`src/rtl/knight_pkg.sv`:
```
// rtl/knight_pkg.sv - shared types and constants for the KnightsTour command path
package knight_pkg;

    // Arbiter ownership phases: waiting, offering cmd, move running, reply
    typedef enum logic [1:0] {
        IDLE  = 2'd0,
        ISSUE = 2'd1,
        EXEC  = 2'd2,
        RESP  = 2'd3
    } arb_state_t;

    localparam logic [7:0] ACK_CODE = 8'hA5;
    localparam logic [7:0] TMO_CODE = 8'hEE;

    // Command opcodes live in cmd[15:12]
    localparam logic [3:0]  OP_CAL_GYRO = 4'h2;
    localparam logic [3:0]  OP_MOVE     = 4'h4;
    localparam logic [3:0]  OP_FANFARE  = 4'h5;
    localparam logic [15:0] CAL_GYRO    = {OP_CAL_GYRO, 12'h000};

    // Short watchdog for simulation, full length for the real robot
    function automatic int wdog_width(input bit fast_sim);
        return fast_sim ? 16 : 26;
    endfunction

endpackage

```
`src/rtl/cmd_arb_if.sv`:
```
// rtl/cmd_arb_if.sv - command sources, cmd_proc and response handshake bundle
interface cmd_arb_if;

    logic [15:0] rmt_cmd;
    logic        rmt_cmd_rdy;
    logic        rmt_clr;
    logic [15:0] tour_cmd;
    logic        tour_cmd_rdy;
    logic        tour_clr;
    logic        tour_active;
    logic [15:0] cmd;
    logic        cmd_rdy;
    logic        clr_cmd_rdy;
    logic        send_resp;
    logic [7:0]  resp;
    logic        rmt_resp;
    logic        tour_resp;
    logic        owner;
    logic        busy;
    logic        tmo_err;

    // Arbiter side
    modport master (
        input  rmt_cmd, rmt_cmd_rdy, tour_cmd, tour_cmd_rdy, tour_active,
               clr_cmd_rdy, send_resp,
        output rmt_clr, tour_clr, cmd, cmd_rdy, resp, rmt_resp, tour_resp,
               owner, busy, tmo_err
    );

    // Sources and cmd_proc side
    modport slave (
        output rmt_cmd, rmt_cmd_rdy, tour_cmd, tour_cmd_rdy, tour_active,
               clr_cmd_rdy, send_resp,
        input  rmt_clr, tour_clr, cmd, cmd_rdy, resp, rmt_resp, tour_resp,
               owner, busy, tmo_err
    );

endinterface

```
`src/rtl/arb_wdog.sv`:
```
// rtl/arb_wdog.sv - move watchdog: free-running up counter with all-ones expiry
module arb_wdog #(
    parameter int WIDTH = 16
) (
    input  logic clk,
    input  logic rst,
    input  logic clr,
    input  logic en,
    output logic expire
);

    logic [WIDTH-1:0] cnt_q, cnt_d;

    // Clear wins over count so a fresh move always starts from zero
    always_comb begin
        cnt_d = cnt_q;
        if (clr) begin
            cnt_d = '0;
        end else if (en) begin
            cnt_d = cnt_q + 1'b1;
        end
    end

    // Counter register
    always_ff @(posedge clk) begin
        if (rst) begin
            cnt_q <= '0;
        end else begin
            cnt_q <= cnt_d;
        end
    end

    assign expire = &cnt_q;

endmodule

```
`src/rtl/cmd_arb.sv`:
```
// rtl/cmd_arb.sv - grants cmd_proc to the remote or tour source and routes the reply
module cmd_arb
    import knight_pkg::*;
#(
    parameter bit         FAST_SIM = 1'b1,
    parameter logic [7:0] ACK      = ACK_CODE,
    parameter logic [7:0] TMO      = TMO_CODE
) (
    input logic       clk,
    input logic       rst,
    cmd_arb_if.master bus
);

    localparam int WD_W = wdog_width(FAST_SIM);

    arb_state_t  state_q, state_d;
    logic [15:0] cmd_q, cmd_d;
    logic        cmd_rdy_q, cmd_rdy_d;
    logic        owner_q, owner_d;
    logic        rmt_clr_q, rmt_clr_d;
    logic        tour_clr_q, tour_clr_d;
    logic [7:0]  resp_q, resp_d;
    logic        tmo_err_q, tmo_err_d;
    logic        wd_clr, wd_en, wd_expire;

    arb_wdog #(.WIDTH(WD_W)) u_wdog (
        .clk    (clk),
        .rst    (rst),
        .clr    (wd_clr),
        .en     (wd_en),
        .expire (wd_expire)
    );

    // Next-state and datapath decisions; everything holds unless a phase moves it
    always_comb begin
        state_d    = state_q;
        cmd_d      = cmd_q;
        cmd_rdy_d  = cmd_rdy_q;
        owner_d    = owner_q;
        resp_d     = resp_q;
        tmo_err_d  = tmo_err_q;
        rmt_clr_d  = 1'b0;
        tour_clr_d = 1'b0;
        wd_clr     = 1'b0;
        wd_en      = 1'b0;

        case (state_q)
            IDLE: begin
                // Tour wins only while a tour is running or remote is quiet;
                // the losing source keeps its rdy level and is served later
                if (bus.tour_cmd_rdy && (bus.tour_active || !bus.rmt_cmd_rdy)) begin
                    cmd_d      = bus.tour_cmd;
                    owner_d    = 1'b1;
                    tour_clr_d = 1'b1;
                    cmd_rdy_d  = 1'b1;
                    tmo_err_d  = 1'b0;
                    state_d    = ISSUE;
                end else if (bus.rmt_cmd_rdy) begin
                    cmd_d      = bus.rmt_cmd;
                    owner_d    = 1'b0;
                    rmt_clr_d  = 1'b1;
                    cmd_rdy_d  = 1'b1;
                    tmo_err_d  = 1'b0;
                    state_d    = ISSUE;
                end
            end
            ISSUE: begin
                if (bus.clr_cmd_rdy) begin
                    cmd_rdy_d = 1'b0;
                    wd_clr    = 1'b1;
                    state_d   = EXEC;
                end
            end
            EXEC: begin
                wd_en = 1'b1;
                // A real completion on the terminal-count cycle still reports ACK
                if (bus.send_resp) begin
                    resp_d  = ACK;
                    state_d = RESP;
                end else if (wd_expire) begin
                    resp_d    = TMO;
                    tmo_err_d = 1'b1;
                    state_d   = RESP;
                end
            end
            RESP: begin
                state_d = IDLE;
            end
            default: begin
                state_d = IDLE;
            end
        endcase
    end

    // State and output registers; reset drops any move in flight silently
    always_ff @(posedge clk) begin
        if (rst) begin
            state_q    <= IDLE;
            cmd_q      <= '0;
            cmd_rdy_q  <= 1'b0;
            owner_q    <= 1'b0;
            rmt_clr_q  <= 1'b0;
            tour_clr_q <= 1'b0;
            resp_q     <= '0;
            tmo_err_q  <= 1'b0;
        end else begin
            state_q    <= state_d;
            cmd_q      <= cmd_d;
            cmd_rdy_q  <= cmd_rdy_d;
            owner_q    <= owner_d;
            rmt_clr_q  <= rmt_clr_d;
            tour_clr_q <= tour_clr_d;
            resp_q     <= resp_d;
            tmo_err_q  <= tmo_err_d;
        end
    end

    assign bus.cmd       = cmd_q;
    assign bus.cmd_rdy   = cmd_rdy_q;
    assign bus.owner     = owner_q;
    assign bus.rmt_clr   = rmt_clr_q;
    assign bus.tour_clr  = tour_clr_q;
    assign bus.resp      = resp_q;
    assign bus.tmo_err   = tmo_err_q;
    assign bus.busy      = (state_q != IDLE);
    assign bus.rmt_resp  = (state_q == RESP) && !owner_q;
    assign bus.tour_resp = (state_q == RESP) && owner_q;

endmodule
```
`src/flat_wrapper.sv`:
```
// flat-port wrapper written by rule: the top's interface ports become plain ports
module cmd_arb_flat import knight_pkg::*;
#(
    parameter bit         FAST_SIM = 1'b1,
    parameter logic [7:0] ACK      = ACK_CODE,
    parameter logic [7:0] TMO      = TMO_CODE
)
  (clk, rst, bus_rmt_cmd, bus_rmt_cmd_rdy, bus_tour_cmd, bus_tour_cmd_rdy, bus_tour_active, bus_clr_cmd_rdy, bus_send_resp, bus_rmt_clr, bus_tour_clr, bus_cmd, bus_cmd_rdy, bus_resp, bus_rmt_resp, bus_tour_resp, bus_owner, bus_busy, bus_tmo_err);
  cmd_arb_if bus_i ();
  input logic clk;
  input logic rst;
  input wire logic [$bits(bus_i.rmt_cmd)-1:0] bus_rmt_cmd;
  input wire logic [$bits(bus_i.rmt_cmd_rdy)-1:0] bus_rmt_cmd_rdy;
  input wire logic [$bits(bus_i.tour_cmd)-1:0] bus_tour_cmd;
  input wire logic [$bits(bus_i.tour_cmd_rdy)-1:0] bus_tour_cmd_rdy;
  input wire logic [$bits(bus_i.tour_active)-1:0] bus_tour_active;
  input wire logic [$bits(bus_i.clr_cmd_rdy)-1:0] bus_clr_cmd_rdy;
  input wire logic [$bits(bus_i.send_resp)-1:0] bus_send_resp;
  output wire logic [$bits(bus_i.rmt_clr)-1:0] bus_rmt_clr;
  output wire logic [$bits(bus_i.tour_clr)-1:0] bus_tour_clr;
  output wire logic [$bits(bus_i.cmd)-1:0] bus_cmd;
  output wire logic [$bits(bus_i.cmd_rdy)-1:0] bus_cmd_rdy;
  output wire logic [$bits(bus_i.resp)-1:0] bus_resp;
  output wire logic [$bits(bus_i.rmt_resp)-1:0] bus_rmt_resp;
  output wire logic [$bits(bus_i.tour_resp)-1:0] bus_tour_resp;
  output wire logic [$bits(bus_i.owner)-1:0] bus_owner;
  output wire logic [$bits(bus_i.busy)-1:0] bus_busy;
  output wire logic [$bits(bus_i.tmo_err)-1:0] bus_tmo_err;
  assign bus_i.rmt_cmd = bus_rmt_cmd;
  assign bus_i.rmt_cmd_rdy = bus_rmt_cmd_rdy;
  assign bus_i.tour_cmd = bus_tour_cmd;
  assign bus_i.tour_cmd_rdy = bus_tour_cmd_rdy;
  assign bus_i.tour_active = bus_tour_active;
  assign bus_i.clr_cmd_rdy = bus_clr_cmd_rdy;
  assign bus_i.send_resp = bus_send_resp;
  assign bus_rmt_clr = bus_i.rmt_clr;
  assign bus_tour_clr = bus_i.tour_clr;
  assign bus_cmd = bus_i.cmd;
  assign bus_cmd_rdy = bus_i.cmd_rdy;
  assign bus_resp = bus_i.resp;
  assign bus_rmt_resp = bus_i.rmt_resp;
  assign bus_tour_resp = bus_i.tour_resp;
  assign bus_owner = bus_i.owner;
  assign bus_busy = bus_i.busy;
  assign bus_tmo_err = bus_i.tmo_err;
  cmd_arb #(.FAST_SIM(FAST_SIM), .ACK(ACK), .TMO(TMO)) u_core (.clk(clk), .rst(rst), .bus(bus_i));
endmodule
```
`config.mk`:
```
export PLATFORM = sky130hd
export DESIGN_NAME = cmd_arb_flat
export DESIGN_NICKNAME = d
export VERILOG_FILES = /design/src/rtl/knight_pkg.sv /design/src/rtl/cmd_arb_if.sv /design/src/rtl/arb_wdog.sv /design/src/rtl/cmd_arb.sv /design/src/flat_wrapper.sv
export SDC_FILE = /design/constraint.sdc
export NUM_CORES = 1
export LEC_CHECK = 0
export CELL_PAD_IN_SITES_DETAIL_PLACEMENT = 0
export CELL_PAD_IN_SITES_GLOBAL_PLACEMENT = 1
export CORE_MARGIN = 8
export CORE_UTILIZATION = 30
export DETAILED_ROUTE_END_ITERATION = 12
export HOLD_SLACK_MARGIN = 0.05
export PLACE_DENSITY = 0.77
export SETUP_SLACK_MARGIN = 0.15
export SYNTH_ARGS = -nofsm -noshare
export SYNTH_HDL_FRONTEND = slang
export SYNTH_HIERARCHICAL = 1
export SYNTH_SLANG_ARGS = --single-unit
```
`constraint.sdc`:
```
create_clock -name clk -period 2.88 [get_ports clk]
set_clock_uncertainty 0.2 [all_clocks]
set_input_delay 0.288 -clock clk [delete_from_list [all_inputs] [get_ports clk]]
set_output_delay 0.288 -clock clk [all_outputs]
set_load 0.05 [all_outputs]
```
==> results.md, run 1 <==
- Vias: 1,855
- Number of global-route vias before repair: 1,847
- Synth Instances: 238
- CTS Buffer Depth: 2
- Worst-Skew Late Latency: 290 ps
- Sequential-to-total area share from yosys stat: 40.22%
- Syn Nets: 282
- Max Freq: 0.4027 GHz
- Post-synthesis cell type count: 44
- Crit path required time: 2390 ps
- Gpl congestion: 0.7183
- Initial antenna violation count: 0
- Synth Warn #: 6
- Critical register-to-register path startpoint: u_core/state_q[0]
- Setup ws final: 396.8 ps
- DRT antenna net count: 0
- Final hold vios: 0
- Initial Util: 30.94%
- Setup violators final: 0
- Max_cap viols: 0
- Port Buffers: 69
- Most common cell after layout, fill and taps aside: clkdlybuf4s50_1
- Worst Reg2Reg Path Length in Cells: 6
- Post-DP HPWL: 3914 microns
- Cell area power density: 790.4 nW/um^2
- Worst R2R End: u_core/u_wdog/cnt_q[15]
- Gr ovfl total: 0
- Global-route wire length before repair: 9142 microns
- DRT Pass-1 Iters: 6
- CP Capture Type: output pin
- Final min period: 2483 ps
- CTS Buf Count: 5
- Root Driver: clkbuf_8
- Hold Crit Endpoint: u_core/bus.resp[5]
- Core area: 6756 sq um
- Die height: 99.48 microns
- Hold path start: u_core/bus.resp[5]
- Fin Setup TNS: 0 ps
- P&R area growth vs syn: 36.09%
- Total track usage: 11.29%
- Asr flop ratio synth: 0%
- Largest net degree at the start of global routing: 35
- R2r setup slk: 550 ps
- Register bit total from synthesis: 42
- Cts hold-fix bufs: 0
- Avg Cell Area, Syn: 8.785 sq um
- Worst-path clk slew: 80 ps
- Max Transition Viols Final: 0
- # clock sinks: 42
- Outcome: complete, no violations
- Place WS: 563.9 ps
- Worst Setup Start Kind: register
- Hold depth: 2
- Placed instance area: 2769 sq um
- I/O pins: 71
- Wirelength per Cell: 14.38 microns
- WP data arrival: 2000 ps
- Routed Wire Length: 5423 microns
- Type of the worst setup path: register to output pin
- Finished Cell Area: 2845 sq um
- Worst slew pin tran: 718.7 ps
- Period utilization: 86.22%
- Starting DRT DRC Count: 108
- Yosys top cell area share: 40.22%
- CTS tree: done
- Synth Cell Area: 2091 sq um
- Synth top area cells: dfxtp_1 40%, a311oi_1 5.9%, nand3b_1 5.7%, nor2_1 5.0%, o21ai_1 4.1%
- PostCTS Resize Cnt: 0
- Fraction of layout cells with a size suffix above 1: 5.724%
- Die width: 99.48 microns
- Final nets: 341
- Leak Pwr: 0.9619 nW
- Max-slew headroom: 51.65%
- Maximum VDD drop: 0.3677 mV
- Post-CTS setup buffer count: 0
- Antenna cells: 0
- DRC viols: 0
- Via-per-instance ratio: 4.920
- Hold Path Class: register to register
- Area leader, netlist: dfxtp_1
- Most frequent cells in the layout: 69 x clkdlybuf4s50_1, 42 x dfxtp_1, 28 x nor2_1, 17 x o21ai_1, 16 x nand3b_1
- Synth Flop Type: dfxtp_1
- DIE AREA: 9896 sq um
- FP Rows: 30
- Htree depth: 2
- RSZ-0062 raised after global routing: false
- Crit Path Max Fanout: 6
- Number of flops mapped to enable cells by yosys: 0
- Worst hold margin: 276.4 ps
==> area by class of cell <==
cell class / count / area [sq um]
Fill cell: 699 / 3911
Multi-Input combinational cell: 166 / 1077
Sequential cell: 42 / 840.8
Timing Repair Buffer: 72 / 713.2
Tap cell: 80 / 100.1
Clock buffer: 7 / 76.32
Inverter: 10 / 37.54
==> sequential cells by signal, indices dropped and copies added, names as in the netlist <==
register             cells
u_core/bus.resp          3
u_core/u_wdog/cnt_q     16
u_core/bus.tmo_err       1
u_core/bus.rmt_clr       1
u_core/state_q           2
u_core/bus.cmd_rdy       1
u_core/bus.tour_clr      1
u_core/bus.owner         1
u_core/bus.cmd          16
==> how the worst max path moves through the flow <==
stage                       from                 endpoint  slack (ps)  depth (start not counted)
2_1_floorplan  u_core/state_q[0]  u_core/u_wdog/cnt_q[13]         760                          7
3_3_place_gp   u_core/state_q[0]  u_core/u_wdog/cnt_q[13]         660                          6
3_5_place_dp   u_core/state_q[0]  u_core/u_wdog/cnt_q[15]         560                          6
4_1_cts        u_core/state_q[0]                 bus_busy         390                          4
5_1_grt        u_core/state_q[0]                 bus_busy         280                          4
6_report       u_core/state_q[0]                 bus_busy         400                          4
==> critical path: stages, from the launching register on <==
cell and delay [ps]:
dfxtp_1 380, inv_1 70, ha_1 270, inv_1 150, clkdlybuf4s50_1 830
==> stage by stage <==
stage	utilization [%]	instances	power [mW]
3_3_place_gp	40.98	370	1.899
4_1_cts	42.11	377	2.276
5_1_grt	42.11	377	2.391
3_5_place_dp	40.98	370	1.905
2_1_floorplan	-	238	1.569
6_report	42.11	377	2.249
==> power by group <==
part           internal [mW]  leakage [nW]  switching (mW)
Sequential             0.693         0.344          0.0696
Clock                  0.167        0.0383           0.196
Combinational          0.400         0.580           0.723
==> Yosys cell counts, types with 2 or more instances <==
cell type  instances
and2_1             2
o21ai_1           17
nand2b_1           5
o21ai_0            7
clkbuf_1           5
nor4_1             4
buf_4              9
nor3_1             4
xnor2_1            7
nor2_1            28
buf_6              3
a31oi_1            2
a311oi_2           2
xor2_1             3
nand3_1            3
nand2_1            9
mux2i_1            2
or3_1              6
a311oi_1          14
nand3b_1          16
ha_1               5
a21oi_1           10
buf_2              2
o21a_1             2
nand4_1            3
dfxtp_1           42
inv_1              9
==> logic make-up after synthesis <==
kind of cell             synth area share, %
AO/OA/AOI/OAI                          18.37
XOR/XNOR                               4.189
adder cells (fa/ha/maj)                2.992
buffers and inverters                  8.258
flip-flops                             40.22
multiplexers                          0.9575
other                                 0.1794
AND/OR/NAND/NOR                        24.84
==> metal layers <==
layer / wire, microns / track usage [%] / vias to the layer above
li1: - / - / 961
met1: 2527 / 13.85 / 827
met2: 2235 / 16.22 / 62
met3: 605 / 6.425 / 5
met4: 55 / 3.492 / 0
met5: 0 / 0 / -
Power figures use the tool's default switching activity.
==> run 2, diff against run 1 <==
--- a/config.mk
+++ b/config.mk
@@ -8,10 +8,10 @@
 export CELL_PAD_IN_SITES_DETAIL_PLACEMENT = 0
 export CELL_PAD_IN_SITES_GLOBAL_PLACEMENT = 1
 export CORE_MARGIN = 8
-export CORE_UTILIZATION = 30
+export CORE_UTILIZATION = 33
 export DETAILED_ROUTE_END_ITERATION = 12
 export HOLD_SLACK_MARGIN = 0.05
-export PLACE_DENSITY = 0.77
+export PLACE_DENSITY = 0.84
 export SETUP_SLACK_MARGIN = 0.15
 export SYNTH_ARGS = -nofsm -noshare
 export SYNTH_HDL_FRONTEND = slang
==> run 2 against run 1 <==
Clock power decreased by 2%. Highest routed layer unchanged. Critical path type unchanged. Critical endpoint unchanged. Via count rose by 0.22%. Critical path depth stayed put. Largest cell class unchanged. Worst hold slack improved by 12 ps.
==> results.md, run 2 (same netlist as run 1, synthesis figures left out) <==
- P&R area growth vs syn: 35.91%
- Crit-path cells: inv_1 -> ha_1 -> inv_1 -> clkdlybuf4s50_1
- PostCTS Resize Cnt: 0
- DRC viols: 0
- Max Freq: 0.4010 GHz
- Final hold vios: 0
- DIE AREA: 9138 sq um
- Fin cells: 374
- Final nets: 341
- Period utilization: 86.60%
- Cts hold-fix bufs: 0
- Gr ovfl total: 0
- Max Transition Viols Final: 0
- CP Capture Type: output pin
- Leak Pwr: 0.9619 nW
- Dpl cells: 367
- Root Driver: clkbuf_8
- Largest net degree at the start of global routing: 35
- CTS Buffer Depth: 2
- Antenna cells: 0
- Worst-path clk slew: 70 ps
- Initial Util: 33.50%
- Port Buffers: 69
- Max_cap viols: 0
- Max incr delay on CP: 830 ps
- Wirelength per Cell: 14.05 microns
- CTS Buf Count: 5
- Setup ws final: 386.1 ps
- Type of the worst setup path: register to output pin
- Worst Setup Start Kind: register
- Global-route wire length before repair: 8928 microns
- Max-slew headroom: 50.58%
- Setup violators final: 0
- Most frequent cells in the layout: 69 x clkdlybuf4s50_1, 42 x dfxtp_1, 28 x nor2_1, 17 x o21ai_1, 16 x nand3b_1
- Gpl congestion: 0.7510
- Crit-path slowest cell: clkdlybuf4s50_1
- Crit path max-delay family: buffers and inverters
- DRT Pass-1 Iters: 4
- RSZ-0062 raised after global routing: false
- CTS tree: done
- Die height: 95.60 microns
- Fin Setup TNS: 0 ps
- Crit Path Max Fanout: 6
- Via-per-instance ratio: 4.971
- Starting DRT DRC Count: 44
- Core area: 6241 sq um
- Die width: 95.60 microns
- Place WS: 596.5 ps
- Worst-Skew Late Latency: 290 ps
- Cell repeated most along the worst path: inv_1
- Cell area power density: 789.0 nW/um^2
- Filler Cell Count: 631
- Worst path bufs/invs: 3
- FP Rows: 29
- Post-CTS setup buffer count: 0
- Maximum VDD drop: 0.4438 mV
- Crit path required time: 2390 ps
- Initial antenna violation count: 0
- Final Power: 2.242 mW
- Htree depth: 2
- I/O pins: 71
- DRT antenna net count: 0
- Final min period: 2494 ps
- Hold Path Class: register to register
- Routed Wire Length: 5255 microns
- Number of global-route vias before repair: 1,910
- Vias: 1,859
- Worst slew pin tran: 734.6 ps
- Post-DP HPWL: 3871 microns
- WP data arrival: 2010 ps
- Fraction of layout cells with a size suffix above 1: 5.724%
- Total track usage: 12.34%
- Outcome: complete, no violations
- # clock sinks: 42
- Most common cell after layout, fill and taps aside: clkdlybuf4s50_1
[run 2: final timing paths]
kind	startpoint	endpoint	slack [ps]	depth (start not counted)
hold / removal	u_core/bus.resp[5]	u_core/bus.resp[5]	290	2
hold reg to reg	u_core/bus.resp[5]	u_core/bus.resp[5]	290	2
setup / recovery	u_core/state_q[0]	bus_busy	390	4
setup reg to reg	u_core/state_q[0]	u_core/u_wdog/cnt_q[13]	560	6
[run 2: power by group]
part           total, mW  switching [mW]  internal (mW)
clock              0.357           0.190          0.167
sequential         0.761          0.0681          0.693
combinational       1.12           0.724          0.400
total               2.24           0.982           1.26
[run 2: layout make-up]
cell class | instances | area (sq um) | area share (%)
Clock buffer | 7 | 76.32 | 2.686
Timing Repair Buffer | 72 | 713.2 | 25.10
Multi-Input combinational cell | 166 | 1077 | 37.91
Sequential cell | 42 | 840.8 | 29.59
Inverter | 10 | 37.54 | 1.321
Tap cell | 77 | 96.34 | 3.391
[run 2: per-layer routing]
metal  part of all wire (%)  up-vias  global-route usage [%]  wire (microns)
li1                       -      965                       -               -
met5                      0        -                       0               0
met3                     13        9                   7.638             691
met2                     40       75                   18.23            2122
met4                    1.6        0                   4.481              86
met1                     45      810                   14.21            2354
[run 2: tightest hold or removal path: cells and delay by family, from the launching register on]
family                 cells  cell delay (ps)
AOI/OAI and AO/OA          1               50
buffers and inverters      1               60
DFF                        1              340
[run 2: metrics by stage]
stage | hold WS (ps) | util [%] | cell area (sq um)
2_1_floorplan | 188.1 | - | 2091
3_3_place_gp | 262.3 | 44.31 | 2765
4_1_cts | 293.4 | 45.53 | 2841
3_5_place_dp | 283.0 | 44.31 | 2765
5_1_grt | 313.1 | 45.53 | 2841
6_report | 288.4 | 45.53 | 2841
==> run 3, diff against run 2 <==
--- a/config.mk
+++ b/config.mk
@@ -12,6 +12,7 @@
 export DETAILED_ROUTE_END_ITERATION = 12
 export HOLD_SLACK_MARGIN = 0.05
 export PLACE_DENSITY = 0.84
+export RECOVER_POWER = 100
 export SETUP_SLACK_MARGIN = 0.15
 export SYNTH_ARGS = -nofsm -noshare
 export SYNTH_HDL_FRONTEND = slang
==> run 3 against run 2 <==
Cell area down 0.75%. Total power is 2.5% lower. Via count up 0.86%. Non-clock buffer count is the same. First-iteration DRC count down 18%. Register-to-register slack worse by 190 ps. Clock-buffer cell count stayed put. Wire length is 0.25% lower. Final cell count unchanged. Critical path depth is the same. Critical endpoint unchanged. Largest power group unchanged.
==> results.md, run 3 (same netlist as run 1, synthesis figures left out) <==
- Largest net degree at the start of global routing: 35
- Placed instance area: 2765 sq um
- PostCTS Resize Cnt: 0
- Htree depth: 2
- Leak Pwr: 1.024 nW
- DRC viols: 0
- CTS tree: done
- Type of the worst setup path: register to output pin
- Antenna cells: 0
- Final nets: 341
- Maximum VDD drop: 0.4243 mV
- P&R area growth vs syn: 34.89%
- Max Transition Viols Final: 0
- Root Driver: clkbuf_8
- Cts hold-fix bufs: 0
- Total track usage: 12.34%
- Vias: 1,875
- Die height: 95.60 microns
- Most common cell after layout, fill and taps aside: dfxtp_1
- Final min period: 2539 ps
- Max Freq: 0.3938 GHz
- Post-DP HPWL: 3871 microns
- Hold Path Class: register to register
- Period utilization: 88.17%
- CTS Buffer Depth: 2
- Initial antenna violation count: 0
- Outcome: complete, no violations
- Filler Cell Count: 633
- # clock sinks: 42
- Finished Cell Area: 2820 sq um
- Global-route wire length before repair: 8928 microns
- RSZ-0062 raised after global routing: false
- Dpl cells: 367
- Final Power: 2.185 mW
- Worst slew pin tran: 905.9 ps
- FP Rows: 29
- Max_cap viols: 0
- DIE AREA: 9138 sq um
- Fraction of layout cells with a size suffix above 1: 4.377%
- DRT antenna net count: 0
- Fin cells: 374
- Fin Setup TNS: 0 ps
- Gr ovfl total: 0
- Initial Util: 33.50%
- Port Buffers: 69
- Worst-path clk slew: 70 ps
- Core area: 6241 sq um
- Starting DRT DRC Count: 36
- Number of global-route vias before repair: 1,910
- Via-per-instance ratio: 5.013
- Setup violators final: 0
- Worst Reg2Reg Path Length in Cells: 6
- Final hold vios: 0
- Crit Path Max Fanout: 6
- WP data arrival: 2050 ps
- CP Capture Type: output pin
- Max-slew headroom: 39.61%
- Gpl congestion: 0.7510
- Worst-Skew Late Latency: 290 ps
- Routed Wire Length: 5242 microns
- Die width: 95.60 microns
- Wirelength per Cell: 14.02 microns
- Crit path required time: 2390 ps
- I/O pins: 71
- Post-CTS setup buffer count: 0
- CTS Buf Count: 5
- Cell area power density: 774.9 nW/um^2
- Hold depth: 2
- Most frequent cells in the layout: 42 x dfxtp_1, 37 x clkdlybuf4s50_1, 32 x dlygate4sd3_1, 28 x nor2_1, 23 x o21ai_0
- Worst Setup Start Kind: register
- DRT Pass-1 Iters: 4
[run 3: cell types whose count changed in the layout (fill, tap and decap cells not counted), sizes merged]
cell	previous run	this run
clkdlybuf4s50	69	37
dlygate4sd3	0	32
[run 3: final cells by class]
| class | count | area, sq um | share of cell area (%) |
|---|---|---|---|
| Clock buffer | 7 | 76.32 | 2.706 |
| Inverter | 10 | 37.54 | 1.331 |
| Multi-Input combinational cell | 166 | 1056 | 37.44 |
| Sequential cell | 42 | 840.8 | 29.81 |
| Tap cell | 77 | 96.34 | 3.416 |
| Timing Repair Buffer | 72 | 713.2 | 25.29 |
[run 3: final timing paths]
kind	from	to	slack (ps)
worst max-delay path	u_core/state_q[0]	bus_busy	340
worst min-delay path	u_core/bus.resp[5]	u_core/bus.resp[5]	280
worst max register to register	u_core/state_q[0]	u_core/u_wdog/cnt_q[13]	370
worst min register to register	u_core/bus.resp[5]	u_core/bus.resp[5]	280
[run 3: where the power goes]
part / internal (mW) / switching, mW
clock network: 0.167 / 0.190
registers: 0.693 / 0.0611
logic: 0.358 / 0.717
[run 3: per-stage QoR]
step	util (%)	hold WS, ps	worst slack [ps]
3_3_place_gp	44.31	262.3	658.4
5_1_grt	45.19	310.0	190.7
2_1_floorplan	-	188.1	760.4
3_5_place_dp	44.31	283.0	596.5
4_1_cts	45.53	293.4	395.8
6_report	45.19	280.2	340.6
[run 3: critical path, cell delays in order (launching register included)]
cell and delay [ps]:
dfxtp_1 380, inv_1 80, ha_1 260, inv_1 150, dlygate4sd3_1 900
[run 3: routing by layer]
metal | share of wire (%) | GRT usage (%)
met2 | 40 | 18.23
met3 | 13 | 7.638
met1 | 45 | 14.21
met5 | 0 | 0
met4 | 1.6 | 4.481
